## src/rtl/t5_lsu.sv

```systemverilog
// t5_lsu: single-outstanding load/store unit with Wishbone-style data bus and misalignment status
module t5_lsu (
    input  logic        sclk,
    input  logic        srst,
    input  logic        sena,
    input  logic [6:2]  xopc,
    input  logic [14:12] xfn3,
    input  logic [31:0] xadr,
    input  logic [31:0] xdat,
    output logic [31:2] dwb_adr_o,
    output logic [31:0] dwb_dat_o,
    output logic [3:0]  dwb_sel_o,
    output logic        dwb_we_o,
    output logic        dwb_stb_o,
    input  logic        dwb_ack_i,
    input  logic [31:0] dwb_dat_i,
    output logic [31:0] mlsu,
    output logic [1:0]  xstb,
    output logic        xwre,
    output logic        lstall
);
    localparam logic [6:2] OPC_LOAD  = 5'b00000;
    localparam logic [6:2] OPC_STORE = 5'b01000;

    typedef enum logic {IDLE, BUSY} state_t;

    state_t       r_state;
    state_t       w_next;
    logic [14:12] r_fn3;
    logic [1:0]   r_lo;
    logic         w_st;
    logic         w_mem;
    logic         w_mis;
    logic         w_acc;
    logic [3:0]   w_sel;
    logic [31:0]  w_sh;
    logic [15:0]  w_hw;
    logic [31:0]  w_ext;

    // Decode the execute-stage instruction and extract the load result from the returning bus word
    always_comb begin
        w_st  = (xopc == OPC_STORE);
        w_mem = (xopc == OPC_LOAD) | w_st;
        w_mis = ((xfn3[13:12] == 2'b01) & xadr[0]) | ((xfn3[13:12] == 2'b10) & (|xadr[1:0]));
        w_acc = w_mem & ~w_mis;
        w_sel = (xfn3[13:12] == 2'b00) ? (4'b0001 << xadr[1:0]) :
                (xfn3[13:12] == 2'b01) ? (xadr[1] ? 4'b1100 : 4'b0011) : 4'b1111;
        w_sh  = dwb_dat_i >> {r_lo, 3'b000};
        w_hw  = r_lo[1] ? dwb_dat_i[31:16] : dwb_dat_i[15:0];
        w_ext = (r_fn3[13:12] == 2'b00) ? {{24{~r_fn3[14] & w_sh[7]}}, w_sh[7:0]} :
                (r_fn3[13:12] == 2'b01) ? {{16{~r_fn3[14] & w_hw[15]}}, w_hw} : dwb_dat_i;
    end

    // Next state: an accepted access in IDLE starts a bus cycle, an ack in BUSY ends it
    always_comb begin
        w_next = r_state;
        if (r_state == IDLE && sena && w_acc)
            w_next = BUSY;
        else if (r_state == BUSY && dwb_ack_i)
            w_next = IDLE;
    end

    // State register
    always_ff @(posedge sclk) begin
        if (srst)
            r_state <= IDLE;
        else
            r_state <= w_next;
    end

    // Registered bus outputs, exception status and load result
    always_ff @(posedge sclk) begin
        if (srst) begin
            dwb_stb_o <= 1'b0;
            dwb_we_o  <= 1'b0;
            dwb_sel_o <= 4'h0;
            dwb_adr_o <= 30'h0;
            dwb_dat_o <= 32'h0;
            mlsu      <= 32'h0;
            xstb      <= 2'b00;
            xwre      <= 1'b0;
            r_fn3     <= 3'b000;
            r_lo      <= 2'b00;
        end else if (r_state == IDLE) begin
            if (sena) begin
                xstb <= {w_mem, w_mem & w_mis};
                if (w_mem)
                    xwre <= w_st;
                if (w_acc) begin
                    dwb_stb_o <= 1'b1;
                    dwb_we_o  <= w_st;
                    dwb_sel_o <= w_sel;
                    dwb_adr_o <= xadr[31:2];
                    dwb_dat_o <= xdat;
                    r_fn3     <= xfn3;
                    r_lo      <= xadr[1:0];
                end
            end
        end else if (dwb_ack_i) begin
            dwb_stb_o <= 1'b0;
            dwb_we_o  <= 1'b0;
            if (!dwb_we_o)
                mlsu <= w_ext;
        end
    end

    assign lstall = (r_state == BUSY);
endmodule

```

## config.mk

```make
export PLATFORM = sky130hd
export DESIGN_NAME = t5_lsu
export DESIGN_NICKNAME = d
export VERILOG_FILES = /design/src/rtl/t5_lsu.sv
export SDC_FILE = /design/constraint.sdc
export NUM_CORES = 1
export LEC_CHECK = 0
export BUFFER_PORTS_ARGS = -buffer_cell sky130_fd_sc_hd__buf_2
export CAP_MARGIN = 20
export CORE_ASPECT_RATIO = 0.8
export CORE_MARGIN = 3
export CORE_UTILIZATION = 45
export DETAILED_ROUTE_END_ITERATION = 8
export GPL_TIMING_DRIVEN = 0
export PLACE_DENSITY = 0.85
export SLEW_MARGIN = 20
export SYNTH_ARGS = -nofsm -noshare
export SYNTH_HDL_FRONTEND = slang
export SYNTH_SLANG_ARGS = --single-unit
```

## constraint.sdc

```tcl
create_clock -name sclk -period 3.4 [get_ports sclk]
set_clock_uncertainty 0.1 [all_clocks]
set_input_delay 0.17 -clock sclk [delete_from_list [all_inputs] [get_ports sclk]]
set_output_delay 0.17 -clock sclk [all_outputs]
set_load 0.01 [all_outputs]
```

# ---- Word level (Yosys, flattened, before mapping)
# Cells that the tools add are included.
dict set report word_totals {
  input_bits 108
  regBits 109
  output_inout_bits 104
  elab_cells 60
}
dict set report op_classes {
  shift 2
  eq_ne 5
  bitwise_logic 12
  n_mux 15
  reduce_logical 15
}
# operator n
set ops {}
lappend ops {{32-bit two-way mux} 2}
lappend ops {{32-bit by 5-bit right shift with 8-bit output} 1}
lappend ops {{16-bit two-way mux} 1}
lappend ops {{4-bit two-way mux} 3}
lappend ops {{3-bit AND reduction} 4}
lappend ops {{1-bit two-way mux} 9}
lappend ops {{1-bit bitwise AND} 6}
lappend ops {{2-bit nonzero test} 3}
lappend ops {{5-bit by 4-bit equality test with 1-bit output (second input constant)} 1}
lappend ops {{5-bit zero test} 1}
lappend ops {{2-bit by 1-bit equality test with 1-bit output (second input constant)} 2}
lappend ops {{2-bit zero test} 2}
lappend ops {{1-bit inverter} 4}
lappend ops {{1-bit by 2-bit left shift with 4-bit output (first input constant)} 1}
lappend ops {{1-bit logical AND} 3}
lappend ops {{2-bit equality test (second input constant)} 1}
lappend ops {{2-bit != test (second input constant)} 1}
lappend ops {{1-bit OR} 2}
lappend ops {{2-bit AND reduction} 1}
lappend ops {{2-bit OR reduction} 1}

# ---- Longest topological paths before layout
dict set report logic_depth {
  ltp_word 8
  depth_mapped 7
  mapped_depth_nobuf 4
}

# ---- Worst setup path before layout
# No wires, ideal clock.
dict set report synth_path {
  path_type {flip-flop to flip-flop}
  from {register r_state (netlist: lstall)}
  to {register mlsu[26]}
  setup_slack_ps 1829
  path_stages_with_launch 7
  synth_period_minus_slack_ps 1571
  arrival_time_ps 1336
  cell_sequence {dfxtp_1 > nand2_1 > or2_2 > buf_4 > a21oi_4 > buf_4 > a211oi_1}
}
dict set report synth_via {
  elab_chain_len 1
}
# element line_no
set synth_rtl {}
lappend synth_rtl {{start, declared} 27} ;# state_t r_state;
lappend synth_rtl {{start signal, assigned} 68} ;# r_state <= w_next;
lappend synth_rtl {{3-bit AND reduction (no source line)} n/a}
lappend synth_rtl {{end signal, assigned} 103} ;# mlsu <= w_ext;
lappend synth_rtl {{end, declared} 17} ;# output logic [31:0] mlsu,
# Every way passes these cells.
# A chain may end at the register's enable or synchronous reset.

# ---- Worst setup path in the final report
dict set report layout_path {
  from {register r_state (netlist: lstall)}
  to {register dwb_dat_o[30]}
}
dict set report layout_via {
  elab_chain_len 2
}
# element line_no
set layout_rtl {}
lappend layout_rtl {{1-bit inverter (no source line)} n/a}
lappend layout_rtl {{3-bit AND reduction (no source line)} n/a}
lappend layout_rtl {{end signal, assigned} 94} ;# dwb_dat_o <= xdat;
lappend layout_rtl {{end, declared} 11} ;# output logic [31:0] dwb_dat_o,
# Every way passes these cells.

==> flow_summary.toml <==
[sta]
fmax_mhz = 521
fin_crit_ns = 1.92
tns_ns = 0
relSlewSlack_pct = 60.8
report.final.slew_viol_count = 0
fin_crit_sh_pct = 56.5
hold_violations = 0
setup_viol = 0
worst_slew_pin_slew_ns = 0.587
rsz0062_at_grt = "false"

[pwr]
intPower_mw = 1.96
p_seq_share_pct = 49.3
irDropWorstVdd_uv = 323
pwr-share-comb_pct = 13.0
p_leak_nw = 2.89
swShare_pct = 25.1
switchingPower_mw = 0.660
p_clk_share_pct = 37.7
powerDensity_nw_per_um2 = 376

[logic_synthesis]
synthCells = 558
ys_seq_elements = 109
yosysUniqueCellTypes = 42
seq_area_frac_synth_pct = 45.1
syn_area_um2 = 4840
yosys_warnings = 0
synth_area_per_cell_um2 = 8.68
synthesis.nets = 666

[placed_design]
port_buffers = 210
gp_congestion = 0.936
placed_cell_area_um2 = 6070
dpl.hpwl_mm = 11.4

[critical_path]
crit_path_top_delay_cell = "dfxtp_1"
critical_path.max_fanout = 10
crit_path_frequent_cell = "nand2b_1"
cp_cell_sequence = "nand2b_1 > nand2b_1 > buf_2 > clkbuf_1 > o21ai_0 > a21oi_1"
cp.required_ns = 3.57
critPathArrivalTime_ns = 2.09
cp-end-kind = "flip-flop"
worstSetupPathType = "flip-flop to flip-flop"
cp_slowest_stage_delay_ns = 0.37
cp-start-kind = "flip-flop"

[cells_and_area]
multi_input_area_um2 = 2330
seqCellArea_um2 = 2180
stdcell_area_um2 = 6970
num_antenna_cells = 0
utilization_pct = 67.3
nets = 950
drive_gt1_share_pct = 33.9
area_growth_pct = 44.0
fillers = 877
layout_commonest_cell = "buf_2"
mostFrequentLayoutCells = "230 x buf_2, 109 x dfxtp_1, 68 x nand3_1, 68 x a21oi_1, 63 x dlygate4sd3_1"

[clocking]
cts_num_sinks = 109
postCtsSetupBuffers = 0
numCtsBuffers = 9
h-tree-depth = 3
cts_tree = "done"
cts.clk_slew.worst_paths_ns = 0.07
cts.repair.resized = 0
clock_path_buffers = 2
clockRootBuffer = "clkbuf_16"
clk_latency_ns = 0.34

[routing]
ant_nets = 0
routed_via_density = 5.54
dr.first_iter.drc_count = 404
dr.pass1.iters = 5
num_vias = 5461
drc = 0
wirelength_mm = 16.7
wl_per_cell_um = 16.9

[run_status]
status = "finished clean"

[die]
die-area_um2 = 12000
die_w_um = 122
coreArea_um2 = 10400
initial_core_util_pct = 46.7
ios = 212
rows = 33
die_height_um = 98.8

[global_route]
gr-total-overflow = 0
grtUsageTotal_pct = 26.9
first_global_vias = 5134
grt_first_pass_wirelength_mm = 26.0
grt_antenna_before_repair = 0
grt_max_degree = 18

[hold_path]
hp-class = "input port to flip-flop"

[job]
max_cap_violations = 0
## cell type report
type	count	area share [%]
flip-flops and latches	109	31.3
repair buffers	273	24.1
plain buffers	60	4.56
clock buffers	10	3.43
well taps	140	2.51
clock inverters	5	0.520
inverters	2	0.108
multi-input cells	387	33.5
## worst max-delay path: cells and delay by family (launching register included)
kind            cells  cell delay, ns
buf+inv             2            0.62
compound gates      2            0.38
simple gates        2            0.38
flops               1            0.37
## cell usage after synthesis (all sizes together)
library cell	instances	share of area, %
and2b	1	0.16
nor2	36	2.8
inv	2	0.16
xnor2	1	0.34
nand2b	9	1.2
a2111oi	2	0.36
o211ai	1	0.16
nand2	33	2.6
o221ai	1	0.18
o21ai	69	7.6
a22oi	8	1.2
o21a	1	0.16
mux4	8	3.7
a311oi	1	0.18
o32ai	2	0.36
mux2i	3	0.62
a221oi	6	1.1
buf	33	4.4
clkbuf	27	2.2
nand3	68	7.0
nor3b	2	0.31
dfxtp	109	45
o22ai	2	0.26
nand3b	2	0.31
a22o	14	2.5
xor2	1	0.18
nor2b	3	0.39
a211oi	31	4.9
or2	2	0.26
a21oi	78	9.1
nor4	1	0.13
nor3	1	0.10
## repair_timing
action	in CTS	in global routing
hold buffers	63	0
hold endpoints to repair	64	0
endpoints found under the setup margin	0	0
## state kept, by name, indices dropped and copies added, names as in the netlist
register and count:
dwb_adr_o 30, dwb_dat_o 32, dwb_sel_o 4, dwb_stb_o 1
dwb_we_o 1, lstall 1, mlsu 32, r_fn3 3
r_lo 2, xstb 2, xwre 1
## final timing paths
check                       start                         end  slack, ns  depth (start not counted)
min reg2reg  xstb[0]$_SDFFE_PP0P_        xstb[0]$_SDFFE_PP0P_       0.36                          2
min                     dwb_ack_i         lstall$_SDFFE_PP0P_      0.009                          3
max reg2reg   lstall$_SDFFE_PP0P_  dwb_dat_o[30]$_SDFFE_PP0P_       1.48                          6
max           lstall$_SDFFE_PP0P_  dwb_dat_o[30]$_SDFFE_PP0P_       1.48                          6
## logic make-up after synthesis
kind of cell | synth area share [%]
buf+inv | 6.72
xor+xnor | 0.517
mux | 4.34
compound gates | 28.2
flops | 45.1
simple gates | 15.2
## stage by stage
step | worst slack (ns) | power, mW | instances | hold WS [ns]
2_1_floorplan | 1.83 | 1.47 | 558 | 0.206
3_3_place_gp | 1.57 | 1.60 | 908 | 0.325
3_5_place_dp | 1.58 | 1.60 | 908 | 0.328
4_1_cts | 1.55 | 2.63 | 986 | 0.0000479
5_1_grt | 1.31 | 2.71 | 986 | 0.00324
6_report | 1.48 | 2.62 | 986 | 0.00855
## layer usage
layer  global-route usage [%]  vias to the layer above  share of wire, %
met1                     35.4                     2538                42
met2                     43.8                      275                47
li1                         -                     2603                 -
met4                     9.47                        0               3.1
met5                        0                        -                 0
met3                     6.08                       45               7.9
## power by group through the flow
stage	logic [mW]	registers, mW	clock network, mW
final	0.340	1.29	0.990
after global routing	0.367	1.29	1.05
after CTS	0.333	1.29	1.00
after detailed placement	0.276	1.32	0
after global placement	0.276	1.32	0
after floorplan	0.140	1.33	0
Power figures use the tool's default switching activity.
